## src/rtl/dvi_raster_timing.sv

```systemverilog
// Raster timing generator feeding the VGA display driver: pixel coordinates,
// active-video qualifier and sync/blank delayed to match the driver's latency.
`ifndef log2NUM_COLS
`define log2NUM_COLS 10
`endif
`ifndef log2NUM_ROWS
`define log2NUM_ROWS 10
`endif

module dvi_raster_timing #(
   parameter int H_ACTIVE   = 1024,
   parameter int H_FP       = 24,
   parameter int H_SYNC     = 136,
   parameter int H_BP       = 160,
   parameter int V_ACTIVE   = 768,
   parameter int V_FP       = 3,
   parameter int V_SYNC     = 6,
   parameter int V_BP       = 29,
   parameter bit HS_POL     = 1'b0,
   parameter bit VS_POL     = 1'b0,
   parameter int PIPE_DELAY = 2,
   parameter int CNT_X_W    = 11,
   parameter int CNT_Y_W    = 10
) (
   input  logic                       clk,
   input  logic                       reset,
   input  logic                       pix_en,
   output logic [`log2NUM_COLS-1:0]   XPos,
   output logic [`log2NUM_ROWS-1:0]   YPos,
   output logic                       Valid,
   output logic                       line_start,
   output logic                       frame_start,
   output logic                       hsync,
   output logic                       vsync,
   output logic                       blank
);

   localparam int XW      = `log2NUM_COLS;
   localparam int YW      = `log2NUM_ROWS;
   localparam int H_TOTAL = H_ACTIVE + H_FP + H_SYNC + H_BP;
   localparam int V_TOTAL = V_ACTIVE + V_FP + V_SYNC + V_BP;

   localparam logic [CNT_X_W-1:0] H_LAST = CNT_X_W'(H_TOTAL - 1);
   localparam logic [CNT_Y_W-1:0] V_LAST = CNT_Y_W'(V_TOTAL - 1);

   localparam logic [31:0] H_ACT_E = 32'(H_ACTIVE);
   localparam logic [31:0] HS_BEG  = 32'(H_ACTIVE + H_FP);
   localparam logic [31:0] HS_END  = 32'(H_ACTIVE + H_FP + H_SYNC);
   localparam logic [31:0] V_ACT_E = 32'(V_ACTIVE);
   localparam logic [31:0] VS_BEG  = 32'(V_ACTIVE + V_FP);
   localparam logic [31:0] VS_END  = 32'(V_ACTIVE + V_FP + V_SYNC);

   if (H_TOTAL > (2 ** CNT_X_W)) begin : g_err_cnt_x
      $error("CNT_X_W too narrow for H_TOTAL-1");
   end
   if (V_TOTAL > (2 ** CNT_Y_W)) begin : g_err_cnt_y
      $error("CNT_Y_W too narrow for V_TOTAL-1");
   end
   if (H_ACTIVE > (2 ** XW)) begin : g_err_xpos
      $error("XPos width too narrow for H_ACTIVE-1");
   end
   if (V_ACTIVE > (2 ** YW)) begin : g_err_ypos
      $error("YPos width too narrow for V_ACTIVE-1");
   end
   if (PIPE_DELAY < 0 || PIPE_DELAY > 4) begin : g_err_pipe
      $error("PIPE_DELAY must be within 0..4");
   end

   logic [CNT_X_W-1:0] r_h_cnt;
   logic [CNT_Y_W-1:0] r_v_cnt;
   logic               r_running;

   logic [31:0] w_h32;
   logic [31:0] w_v32;
   logic        w_valid;
   logic        w_hs_raw;
   logic        w_vs_raw;
   logic        w_hs_lvl;
   logic        w_vs_lvl;
   logic        w_blank;

   // Counters hold on the first edge after reset so (0,0) is shown for a
   // full pixel before advancing.
   always_ff @(posedge clk) begin
      if (reset) begin
         r_h_cnt   <= '0;
         r_v_cnt   <= '0;
         r_running <= 1'b0;
      end else if (!r_running) begin
         r_running <= 1'b1;
      end else if (pix_en) begin
         if (r_h_cnt == H_LAST) begin
            r_h_cnt <= '0;
            if (r_v_cnt == V_LAST) begin
               r_v_cnt <= '0;
            end else begin
               r_v_cnt <= r_v_cnt + 1'b1;
            end
         end else begin
            r_h_cnt <= r_h_cnt + 1'b1;
         end
      end
   end

   assign w_h32 = 32'(r_h_cnt);
   assign w_v32 = 32'(r_v_cnt);

   assign w_valid  = r_running && (w_h32 < H_ACT_E) && (w_v32 < V_ACT_E);
   assign w_hs_raw = r_running && (w_h32 >= HS_BEG) && (w_h32 < HS_END);
   assign w_vs_raw = r_running && (w_v32 >= VS_BEG) && (w_v32 < VS_END);

   assign w_hs_lvl = w_hs_raw ? HS_POL : !HS_POL;
   assign w_vs_lvl = w_vs_raw ? VS_POL : !VS_POL;
   assign w_blank  = !w_valid;

   assign XPos        = XW'(r_h_cnt);
   assign YPos        = YW'(r_v_cnt);
   assign Valid       = w_valid;
   assign line_start  = r_running && pix_en && (r_h_cnt == '0);
   assign frame_start = line_start && (r_v_cnt == '0);

   if (PIPE_DELAY == 0) begin : g_nopipe
      assign hsync = w_hs_lvl;
      assign vsync = w_vs_lvl;
      assign blank = w_blank;
   end else begin : g_pipe
      logic [PIPE_DELAY-1:0] r_hs_d;
      logic [PIPE_DELAY-1:0] r_vs_d;
      logic [PIPE_DELAY-1:0] r_bl_d;

      // Free-running shift: the driver's RGB register is not gated by pix_en.
      always_ff @(posedge clk) begin
         if (reset) begin
            r_hs_d <= {PIPE_DELAY{!HS_POL}};
            r_vs_d <= {PIPE_DELAY{!VS_POL}};
            r_bl_d <= '1;
         end else begin
            r_hs_d[0] <= w_hs_lvl;
            r_vs_d[0] <= w_vs_lvl;
            r_bl_d[0] <= w_blank;
            for (int i = 1; i < PIPE_DELAY; i++) begin
               r_hs_d[i] <= r_hs_d[i-1];
               r_vs_d[i] <= r_vs_d[i-1];
               r_bl_d[i] <= r_bl_d[i-1];
            end
         end
      end

      assign hsync = r_hs_d[PIPE_DELAY-1];
      assign vsync = r_vs_d[PIPE_DELAY-1];
      assign blank = r_bl_d[PIPE_DELAY-1];
   end

endmodule

```

## config.mk

```make
export PLATFORM = sky130hd
export DESIGN_NAME = dvi_raster_timing
export DESIGN_NICKNAME = d
export VERILOG_FILES = /design/src/rtl/dvi_raster_timing.sv
export SDC_FILE = /design/constraint.sdc
export NUM_CORES = 1
export LEC_CHECK = 0
export ABC_AREA = 1
export CORE_ASPECT_RATIO = 1.25
export CORE_MARGIN = 3
export CORE_UTILIZATION = 40
export DETAILED_ROUTE_END_ITERATION = 8
export SLEW_MARGIN = 0
export SYNTH_ARGS = -nofsm -noshare
export SYNTH_HDL_FRONTEND = slang
export SYNTH_SLANG_ARGS = --single-unit
```

## constraint.sdc

```tcl
create_clock -name clk -period 4.5 [get_ports clk]
set_clock_uncertainty 0.2 [all_clocks]
set_input_delay 0.675 -clock clk [delete_from_list [all_inputs] [get_ports clk]]
set_output_delay 0.675 -clock clk [all_outputs]
set_load 0.02 [all_outputs]
```

==> impl_results.md, run 1 <==
* Yosys cell types at 28
* Mean post-synth cell area at 6.694 um^2
* Gr ovfl total at 0
* Cells after synthesis at 237
* Async SR Flop Fraction at 0%
* Share of layout cells above drive strength 1 at 7.031%
* Place WS at 1.323 ns
* Post-CTS sizing at 0
* DRT antenna net count at 0
* Final Wtd Congestion at 0.8691
* Drt initial violations at 93
* Pwr/cell area at 227.6 nW/um^2
* Bufs on Longest Clock Path at 2
* Post-synth EDFFs at 0
* Max Cap Viol at 0
* Area share of the largest cell type after synthesis at 35.33%
* Power consumption at 430.6 uW
* Met3 Wirelength at 135 um
* Starting Density at 43.66%
* Final hold vios at 0
* Fin Setup TNS at 0 ns
* Post-CTS Setup Inserts at 0
* Worst VDD drop at 137.6 uV
* Reg2Reg Depth at 8
* Post-DR vias/cell at 4.763
* Synthesized area at 1587 um^2
* DIE HEIGHT at 76.41 um
* Global-route usage over all layers at 15.15%
* Die Area at 4763 um^2
* Slew margin rel. at 77.36%
* Clk_lat worst skew at 0.27 ns
* Post-DP HPWL at 2656 um
* Crit path launch type: input port
* Most area-hungry cell type in the Yosys netlist: dfxtp_1
* Least-Margin Pin Slew at 0.3385 ns
* Final hold slack at 0.2146 ns
* Final #Nets at 266
* Synth Warn # at 0
* Final worst path period need at 3.183 ns
* Worst stage delay on the critical path at 0.63 ns
* Chip Width at 62.33 um
* Initial antenna violation count at 0
* Status: complete, no violations
* Root Buffer: clkbuf_8
* CP arrival at 2.31 ns
* Crit path max fanout at 7
* Synthesis-to-finish area growth at 19.24%
* Most Frequent Cell on Critical Path: clkdlybuf4s50_1
* Vias at 1467
* Critical path's slowest cell: clkdlybuf4s50_1
* Fmax at 314.2 MHz
* Input/output buffers at 28
* CP Data Required Time at 3.62 ns
* Met2 WL at 1578 um
* Final antenna diode count at 0
* Num rows at 24
* Yosys reg bits at 28
* Hold path depth at 1
* Largest net degree at the start of global routing at 16
* Leakage power total at 0.8030 nW
* Vias in the first global route at 1403
* Metal-1 WL at 1701 um
* Final WL at 3435 um
* Dpl cell area at 1837 um^2
* Slew Limit Fails at 0
* Io pins at 29
* Drt pass-1 iters at 4
* Highest metal used: met4
* Synth area leaders: dfxtp_1 (35%), nand2_1 (15%), nor2_1 (7.8%), inv_1 (7.3%), nand3_1 (6.0%)
* Commonest register cell after synthesis: dfxtp_1
* CP Capture Type: output port
* Hold Buf Count CTS at 0
* Final worst path period share at 70.73%
* Crit-path cells: clkdlybuf4s50_1 > nand2_2 > clkinv_2 > nand4_1 > nor3_1 > clkdlybuf4s50_1
* H-Tree Depth at 1
* Endpoints failing setup at 0
* CTS clk-pin slew, worst paths at 0.09 ns
* Hold Crit Class: reg -> reg
* CTS Buf Count at 3
* Final Instance Area at 1892 um^2
* Final WS setup at 1.317 ns
* DRC Markers at 0
* Syn_nets at 246
* Seq/Total Area, Yosys at 35.33%
* Sink Count at 28
* RSZ-0062 raised after global routing: false
* Type of the worst setup path: in -> out
* First-pass GRT wire length at 6134 um
* Clock tree from TritonCTS: built
* Core area at 3633 um^2
* Drt wl/cell at 11.15 um
## through the flow
step           util [%]  instances
2_1_floorplan         -        237
3_3_place_gp      50.55        304
3_5_place_dp      50.55        304
4_1_cts           52.07        308
5_1_grt           52.07        308
6_report          52.07        308
## cells in the final DEF (no fill, tap or decap)
cell type        Yosys  final
ha_1                 6      6
o21ai_0              4      4
nor3b_1              1      1
dfxtp_1             28     28
nand3_2              2      2
a21oi_1              5      5
nor2_4               1      1
inv_2                1      1
nand2_2              1      1
nand4_1             10     10
clkinv_2             1      1
o21bai_1             1      1
o21ai_2              1      1
or2_2                3      3
o2111ai_1            1      1
nand3_1             19     19
xor2_1               3      3
clkbuf_8             0      4
nand3b_1             1      1
nor2_2               4      4
nand2_1             62     62
clkinv_1             1      1
nor2_1              33     33
inv_1               31     31
nor3_1               4      4
clkdlybuf4s50_1      0     28
## state kept, by name, summed over array words and instances (netlist names)
| signal | count |
|---|---|
| YPos | 10 |
| g_pipe.r_bl_d | 2 |
| g_pipe.r_hs_d | 2 |
| g_pipe.r_vs_d | 2 |
| r_h_cnt | 11 |
| r_running | 1 |
## synth_stat cells, types with 2 or more instances
cell      n
nand2_1  62
nor2_1   33
inv_1    31
dfxtp_1  28
nand3_1  19
buf_4    10
nand4_1  10
ha_1      6
a21oi_1   5
nor2_2    4
nor3_1    4
o21ai_0   4
or2_2     3
xor2_1    3
nand3_2   2
## power breakdown
group | switching (mW) | internal, mW | total (mW)
Combinational | 0.0157 | 0.0106 | 0.0263
Sequential | 0.00183 | 0.250 | 0.252
Clock | 0.0744 | 0.0782 | 0.153
Total | 0.0919 | 0.339 | 0.431
## logic make-up after synthesis
logic type / count (synthesis) / share of synthesized area, %
buf+inv: 47 / 14.12
fa+ha+maj: 6 / 4.732
xor+xnor: 3 / 1.656
compound gates: 12 / 4.417
simple gates: 141 / 39.75
flops: 28 / 35.33
## path summary, 6_finish.rpt
| kind | from | endpoint | slack, ns |
|---|---|---|---|
| hold / removal | g_pipe.r_bl_d[0] | g_pipe.r_bl_d[1] | 0.21 |
| hold reg to reg | g_pipe.r_bl_d[0] | g_pipe.r_bl_d[1] | 0.21 |
| setup / recovery | pix_en | frame_start | 1.32 |
| setup reg to reg | r_h_cnt[1] | YPos[2] | 2.65 |
## layer usage
layer,vias up,GRT usage (%)
li1,778,-
met1,652,19.50
met2,35,26.08
met3,2,2.360
met4,0,4.194
met5,-,0
## critical path: cells and delay by family
kind                   cells  cell delay (ns)
AND/OR/NAND/NOR            3             0.39
buffers and inverters      3             1.24
## layout make-up
| cell class | count | area [um^2] |
|---|---|---|
| fill | 369 | 1742 |
| multi-input combinational | 162 | 802.0 |
| sequential | 28 | 560.5 |
| timing repair buffer | 28 | 280.3 |
| inverter | 34 | 128.9 |
| tap | 52 | 65.06 |
| clock buffer | 4 | 55.05 |
Note: power is estimated with default switching activity, not from simulation.
==> inputs of run 2 (changes only) <==
--- a/config.mk
+++ b/config.mk
@@ -10,6 +10,7 @@
 export CORE_MARGIN = 3
 export CORE_UTILIZATION = 40
 export DETAILED_ROUTE_END_ITERATION = 8
+export PLACE_DENSITY = 0.66
 export SLEW_MARGIN = 0
 export SYNTH_ARGS = -nofsm -noshare
 export SYNTH_HDL_FRONTEND = slang
==> constraint.sdc (replaced) <==
create_clock -name clk -period 2.7 [get_ports clk]
set_clock_uncertainty 0.2 [all_clocks]
set_input_delay 0.405 -clock clk [delete_from_list [all_inputs] [get_ports clk]]
set_output_delay 0.405 -clock clk [all_outputs]
set_load 0.02 [all_outputs]
==> impl_results.md, run 2 (same netlist as run 1, synthesis figures left out) <==
* Status: complete, no violations
* Post-CTS Setup Inserts at 0 (unchanged)
* Slew margin rel. at 79.49% (+2.1 points)
* Drt pass-1 iters at 4 (unchanged)
* Max reg flops at 11 (unchanged)
* Pwr/cell area at 410.6 nW/um^2 (+80%)
* Bufs on Longest Clock Path at 2 (unchanged)
* H-Tree Depth at 1 (unchanged)
* Dpl cell area at 1874 um^2 (+2.0%)
* Core area at 3633 um^2 (unchanged)
* Crit path launch type: input port
* Least-Margin Pin Slew at 0.3065 ns (-0.03196 ns)
* Vias in the first global route at 1450 (+3.3%)
* Crit path to: line_start
* Most flops, register: r_h_cnt
* Root Buffer: clkbuf_8
* DIE HEIGHT at 76.41 um (unchanged)
* Highest metal used: met4
* DRC Markers at 0 (unchanged)
* Final Instance Area at 1948 um^2 (+3.0%)
* Io pins at 29 (unchanged)
* Starting Density at 43.66% (unchanged)
* Reg2Reg Depth at 8 (unchanged)
* Vias at 1464 (-0.20%)
* Endpoints failing setup at 0 (unchanged)
* Critical path startpoint: pix_en
* RSZ-0062 raised after global routing: false
* Chip Width at 62.33 um (unchanged)
* Drt initial violations at 50 (-46%)
* Initial antenna violation count at 0 (unchanged)
* Reg-to-reg endpoint: YPos[2]
* Hold Crit Class: reg -> reg
* Global-route usage over all layers at 16.07% (+0.92 points)
* CTS clk-pin slew, worst paths at 0.09 ns (about the same)
* Leakage power total at 0.8509 nW (+6.0%)
* Place WS at 0.07618 ns (-1.247 ns)
* Worst R2R Setup Slack at 0.88 ns (-1.77 ns)
* Share of layout cells above drive strength 1 at 8.812% (+1.8 points)
* Largest net degree at the start of global routing at 17 (+1)
* Met3 Wirelength at 139 um (+3.0%)
* Gr ovfl total at 0 (unchanged)
* Final Wtd Congestion at 0.8692 (about the same)
* CTS Buf Count at 3 (unchanged)
* Crit path max fanout at 4 (-3)
* Worst R2R Start: r_h_cnt[1]
* Max Cap Viol at 0 (unchanged)
* Commonest non-fill, non-tap cell in the layout: nand2_1
* Synthesis-to-finish area growth at 22.79%
* Slew Limit Fails at 0 (unchanged)
* Num rows at 24 (unchanged)
* Fin Setup TNS at 0 ns (unchanged)
* Final worst path period need at 2.526 ns
* CP arrival at 1.92 ns (-0.39 ns)
* Final antenna diode count at 0 (unchanged)
* Most frequent cells in the layout: nand2_1 (62), nor2_1 (33), inv_1 (31)
* Final #Nets at 271 (+1.9%)
* Type of the worst setup path: in -> out
* Fmax at 395.8 MHz
* CP Capture Type: output port
* Met2 WL at 1669 um (+5.8%)
* Sink Count at 28 (unchanged)
* Final WS setup at 0.1735 ns (-1.144 ns)
* Metal-1 WL at 1616 um (-5.0%)
* Final worst path period share at 93.57%
* DRT antenna net count at 0 (unchanged)
* Clk_lat worst skew at 0.28 ns (about the same)
* Input/output buffers at 28 (unchanged)
* Post-DR vias/cell at 4.677 (-1.8%)
* Final hold vios at 0 (unchanged)
* Die Area at 4763 um^2 (unchanged)
* CP Data Required Time at 2.10 ns (-1.52 ns)
* Drt wl/cell at 11.10 um (-0.51%)
* Final WL at 3473 um (+1.1%)
* Power consumption at 799.9 uW (+86%)
* Post-DP HPWL at 2698 um (+1.6%)
* Layout fillers at 367 (-0.54%)
* First-pass GRT wire length at 6472 um (+5.5%)
* Clock tree from TritonCTS: built
* Worst VDD drop at 266.7 uV (+94%)
run 2: cell types whose count changed in the layout (fill, tap and decap cells not counted), sizes merged:
cell / previous run / this run
bufinv: 0 / 1
clkbuf: 4 / 3
buf: 0 / 5
clkdlybuf4s50: 28 / 27
dlymetal6s2s: 0 / 1
run 2: worst max-delay path: stages:
cell and delay, ns:
clkdlybuf4s50_1 0.50, nand2_2 0.10, clkinv_2 0.06, nand4_1 0.13, nor2_1 0.11, clkdlybuf4s50_1 0.61
run 2: worst min-delay path by stage:
stage	start	endpoint	slack (ns)	depth (start not counted)
after CTS	g_pipe.r_bl_d[0]	g_pipe.r_bl_d[1]	0.22	1
after global routing	g_pipe.r_vs_d[0]	g_pipe.r_vs_d[1]	0.24	1
after floorplan	g_pipe.r_bl_d[0]	g_pipe.r_bl_d[1]	0.19	1
after detailed placement	g_pipe.r_bl_d[0]	g_pipe.r_bl_d[1]	0.19	1
after global placement	g_pipe.r_vs_d[0]	g_pipe.r_vs_d[1]	0.19	1
final	g_pipe.r_bl_d[0]	g_pipe.r_bl_d[1]	0.21	1
run 2: routing by layer:
| layer | global-route usage (%) | up-vias |
|---|---|---|
| met5 | 0 | - |
| met4 | 4.636 | 0 |
| met3 | 2.655 | 7 |
| met2 | 26.62 | 27 |
| met1 | 21.38 | 649 |
| li1 | - | 781 |
run 2: what timing repair did:
action	in CTS	in global routing
hold buffers	0	0
endpoints found under the setup margin	0	1
resized for setup	0	1
run 2: final cells by class:
class	count	area, um^2	share of cell area, %
Clock buffer	3	41.29	2.119
Clock inverter	1	30.03	1.541
Inverter	34	128.9	6.615
Multi-Input combinational cell	162	802.0	41.17
Sequential cell	28	560.5	28.77
Tap cell	52	65.06	3.340
Timing Repair Buffer	33	320.3	16.44
run 2: stage by stage:
| stage | hold WS, ns | utilization (%) | instances |
|---|---|---|---|
| after CTS | 0.2161 | 53.55 | 313 |
| after floorplan | 0.1895 | - | 237 |
| after global routing | 0.2384 | 53.62 | 313 |
| final | 0.2144 | 53.62 | 313 |
| after global placement | 0.1919 | 51.58 | 309 |
| after detailed placement | 0.1928 | 51.58 | 309 |
run 2: where the power goes:
group          switching [mW]  internal [mW]  total, mW
logic                  0.0266         0.0203     0.0469
registers             0.00310          0.417      0.420
clock network           0.135          0.199      0.333
==> variant 1, RTL diff (settings of run 2) <==
`VS_POL`: 1'b0 -> 1'b1.
--- a/src/rtl/dvi_raster_timing.sv
+++ b/src/rtl/dvi_raster_timing.sv
@@ -19,3 +19,3 @@
    parameter bit HS_POL     = 1'b0,
-   parameter bit VS_POL     = 1'b0,
+   parameter bit VS_POL     = 1'b1,
    parameter int PIPE_DELAY = 2,
Behaviour: not the same (Yosys sat finds a counterexample within 4 cycles, from zero or initial values and one cycle with reset high).
==> variant 1 against run 2 <==
- global-route usage shrank 1.0 points
- power is 13% lower
- routed wire length is 3.0% higher
- sequential cell count unchanged
- worst hold slack got worse by 0.0028 ns
- synthesized area grew 3.4%
- final area increased by 0.51%
- setup slack improved by 0.029 ns
- critical endpoint is now frame_start
- largest power group unchanged
==> variant 1: results (changes against run 2) <==
Critical Path AT 1.89 ns (-0.03 ns); Fill cells 432 (+18%); slowest cell on the critical path clkdlybuf4s50_1; Yosys cell types 30 (+7.1%); Synth area leaders dfxtp_1 34%, nand2_1 16%, inv_1 7.1%; first-pass GRT wire length 6.058 mm (-6.4%); Placement Cell Area 1919 sq um (+2.4%); Detailed Place HPWL 2.718 mm (+0.74%); sequential share of the synthesized area 34.17% (-1.2 points); crit-path max FO 2 (-2); CTS resizes 2 (+2); vias in the first global route 1427 (-1.6%); dpl ws -0.04263 ns (-0.1188 ns); GPL Wtd Cong 0.8308 (-4.4%); crit-path max cell delay 0.49 ns (-0.12 ns); Hold Startpoint g_pipe.r_hs_d[0]; Post-Route WL 3.577 mm (+3.0%); leakage 0.8639 nW (+1.5%); Final Instance Count excl. Fillers 316 (+0.96%); initial DRC count 56 (+12%); VDD IR-drop max 0.2090 mV (-22%); pin count of the biggest net entering global routing 15 (-2); number of instances in the placed design 313 (+1.3%); via count 1514 (+3.4%); Least-Margin Pin Slew 0.5301 ns (+0.2236 ns); Commonest cells post-synth 68 x nand2_1, 31 x inv_1, 28 x dfxtp_1, 28 x nor2_1, 21 x nand3_1; syn avg cell area 6.835 sq um (+2.1%); GRT Total Usage 15.04% (-1.0 points); outcome finished, final reports clean; reg2reg start YPos[0]; Diodes inserted 0 (unchanged); syn nets 249 (+1.2%); DRC viols 0 (unchanged); layout cell share with drive strength beyond 1 7.634% (-1.2 points); Layout Nets 273 (+0.74%)
## variant 1: changes by cell type in the layout (fill, tap and decap cells not counted), sizes merged, moves of 3 or more
cell / before / now
nand2: 63 / 70
nor4: 0 / 3
nand4: 10 / 6
nor2: 38 / 31
nand3: 21 / 24
## variant 1: worst paths after layout
path                       to  slack (ns)  depth (start not counted)
max               frame_start        0.20                          7
min          g_pipe.r_hs_d[1]        0.21                          1
max reg2reg           YPos[8]        0.97                          8
min reg2reg  g_pipe.r_hs_d[1]        0.21                          1
## variant 1: logic make-up (layout without fill, tap and decap cells)
| family | count (synthesis) | count (layout) | synth area share [%] |
|---|---|---|---|
| buf+inv | 46 | 68 | 13.50 |
| simple gates | 147 | 147 | 42.87 |
| fa+ha+maj | 6 | 6 | 4.577 |
| compound gates | 10 | 10 | 3.280 |
| flops | 28 | 28 | 34.17 |
| xor+xnor | 3 | 3 | 1.602 |
## variant 1: metrics by stage
step | util, % | TNS [ns]
floorplan | - | 0
global placement | 49.48 | -0.05822
detailed placement | 49.48 | -0.04263
CTS | 50.48 | 0
global route | 50.48 | 0
finish | 50.48 | 0
## variant 1: power breakdown
group | internal [mW] | leakage [nW] | switching (mW) | total (mW)
clock network | 0.100 | 0.0216 | 0.126 | 0.226
logic | 0.0211 | 0.616 | 0.0303 | 0.0514
registers | 0.417 | 0.227 | 0.00292 | 0.419
## variant 1: metal layers
layer  up-vias  GRT usage, %  share of wire (%)  wire [um]
met5         -             0                  0          0
met3         2         1.737                3.0        106
met2        26         27.88                 52       1849
li1        797             -                  -          -
met4         0         4.104               0.67         24
met1       689         18.12                 45       1596
## variant 1: final cells by class
type                    instances  area share (%)
well taps                      54           3.450
repair buffers                 31           15.34
clock buffers                   3           2.109
flip-flops and latches         28           28.63
inverters                      34           6.645
multi-input cells             166           43.83
==> variant 2, RTL diff (flow settings as in run 2) <==
Made on the original files. Reset style: asynchronous (`reset`), changed in 2 clocked blocks.
--- a/src/rtl/dvi_raster_timing.sv
+++ b/src/rtl/dvi_raster_timing.sv
@@ -83,3 +83,3 @@
    // full pixel before advancing.
-   always_ff @(posedge clk) begin
+   always_ff @(posedge clk or posedge reset) begin
       if (reset) begin
@@ -131,3 +131,3 @@
       // Free-running shift: the driver's RGB register is not gated by pix_en.
-      always_ff @(posedge clk) begin
+      always_ff @(posedge clk or posedge reset) begin
          if (reset) begin
Formal check against the unedited RTL: differs if reset is asserted again (counterexample within 4 cycles, from zero or initial values and one cycle with reset high); with reset held inactive, the same outputs for 10 cycles.
==> variant 2 against run 2 <==
- final area increased by 5.9%
- synthesized area up 7.6%
- sequential cell count did not move
- critical path depth is 1 higher
- routed wire length is 1.6% lower
- setup slack got worse by 0.036 ns
- critical path type is now reg2out
Power is not compared: it rests on default switching activity, and its combinational part moved more than twofold at a synthesized area within 25%.
==> variant 2: results (changes against run 2) <==
outcome finished, final reports clean; first-pass GRT wire length 6.161 mm (-4.8%); asr flop ratio synth 100.0% (+100 points); Clock Pin Slew Worst Setup and Hold Paths 0.10 ns; layout cell share with drive strength beyond 1 10.80% (+2.0 points); leakage 0.9683 nW; Sequential cell area 708.2 sq um (+26%); port bufs 28 (unchanged); Hold Startpoint g_pipe.r_hs_d[0]; reg2reg setup slack 0.87 ns; crit-path max cell delay 0.63 ns (+0.02 ns); Reg with most FFs r_h_cnt; Synthesis Warnings 0 (unchanged); Detailed Place HPWL 2.634 mm (-2.4%); ClkCell Share 3.457% (-0.20 points); CP startpoint r_h_cnt[0]; clock sink count 28 (unchanged); switching share of power 27.00%; H-tree levels 1 (unchanged); sequential share of the synthesized area 41.50% (+6.2 points); Commonest cells post-synth 58 x nand2_1, 33 x inv_1, 23 x nor2_1; slowest cell on the critical path clkdlybuf4s50_1; GRT Total Usage 15.09% (-0.98 points); worst-case reg-to-reg path depth 7 (-1); fraction of area in multi-input gates 37.60% (-3.6 points); Fill cells 402 (+9.5%); crit-path max FO 4 (unchanged); clock power share 32.8%; non-clock buffer count 32 (-3.0%); Gate power share 18.1%; min-delay worst type reg2reg; Total Power Consumption 1.004 mW; CTS buffer count 3 (unchanged); initial DRC count 61 (+22%); Diodes inserted 0 (unchanged); Reg2Reg Capture Point YPos[3]; max FFs per register 11 (unchanged); vias per cell 4.711 (+0.71%); Skew-Pair Late Insertion Delay 0.27 ns; Main synth FF type dfrtp_1; Synth area leaders dfrtp_1 32%, nand2_1 13%, dfstp_2 9.2%; invs w/o clock 35 (+2.9%); pin count of the biggest net entering global routing 29 (+12); reg2reg start r_h_cnt[6]; NonClk Buf Share 14.98% (-1.5 points); Layout Nets 260 (-4.1%); Yosys cell types 29 (+3.6%); WHS Path Cells 0 (-1); syn nets 235 (-4.5%); #MultiIn Comb 151 (-6.8%); antenna violations before repair 0 (unchanged); Root Buffer clkbuf_8; Hold Crit Endpoint g_pipe.r_hs_d[1]; Clock Path Buffers 2 (unchanged); delay-heaviest family, CP buffers and inverters; WL per Instance 11.25 um (+1.4%); worst setup path endpoint line_start; VDD IR-drop max 0.2307 mV; GPL Wtd Cong 0.8237 (-5.2%); drt first pass iters 4 (unchanged)
## variant 2: cell families after synthesis
kind of cell    after synthesis  synth area share (%)
xor+xnor                      7                 3.592
fa+ha+maj                     6                 4.399
simple gates                122                 32.41
buf+inv                      47                 13.05
compound gates               15                 4.838
flops                        28                 41.50
other cells                   1                0.2197
## variant 2: stage by stage
step           worst slack, ns  util (%)  cells  cell area (sq um)  hold WS (ns)
3_5_place_dp           0.04892     50.57    300               1993        0.1470
4_1_cts                 0.1402     52.35    304               2063        0.1609
3_3_place_gp           0.07634     50.57    300               1993        0.1457
5_1_grt                0.01444     52.35    304               2063        0.1634
6_report                0.1378     52.35    304               2063        0.1599
2_1_floorplan           0.5620         -    226               1707        0.1452
## variant 2: metal layers
layer,wire (um),track usage (%)
met1,1557,17.99
met2,1683,26.96
met3,123,2.546
met4,53,5.497
met5,0,0
## variant 2: timing repair
item                       CTS  global route
resized for setup            1             0
setup endpoints to repair    1             0
hold buffers                 0             0
buffers inserted             0             0
hold endpoints to repair     0             0
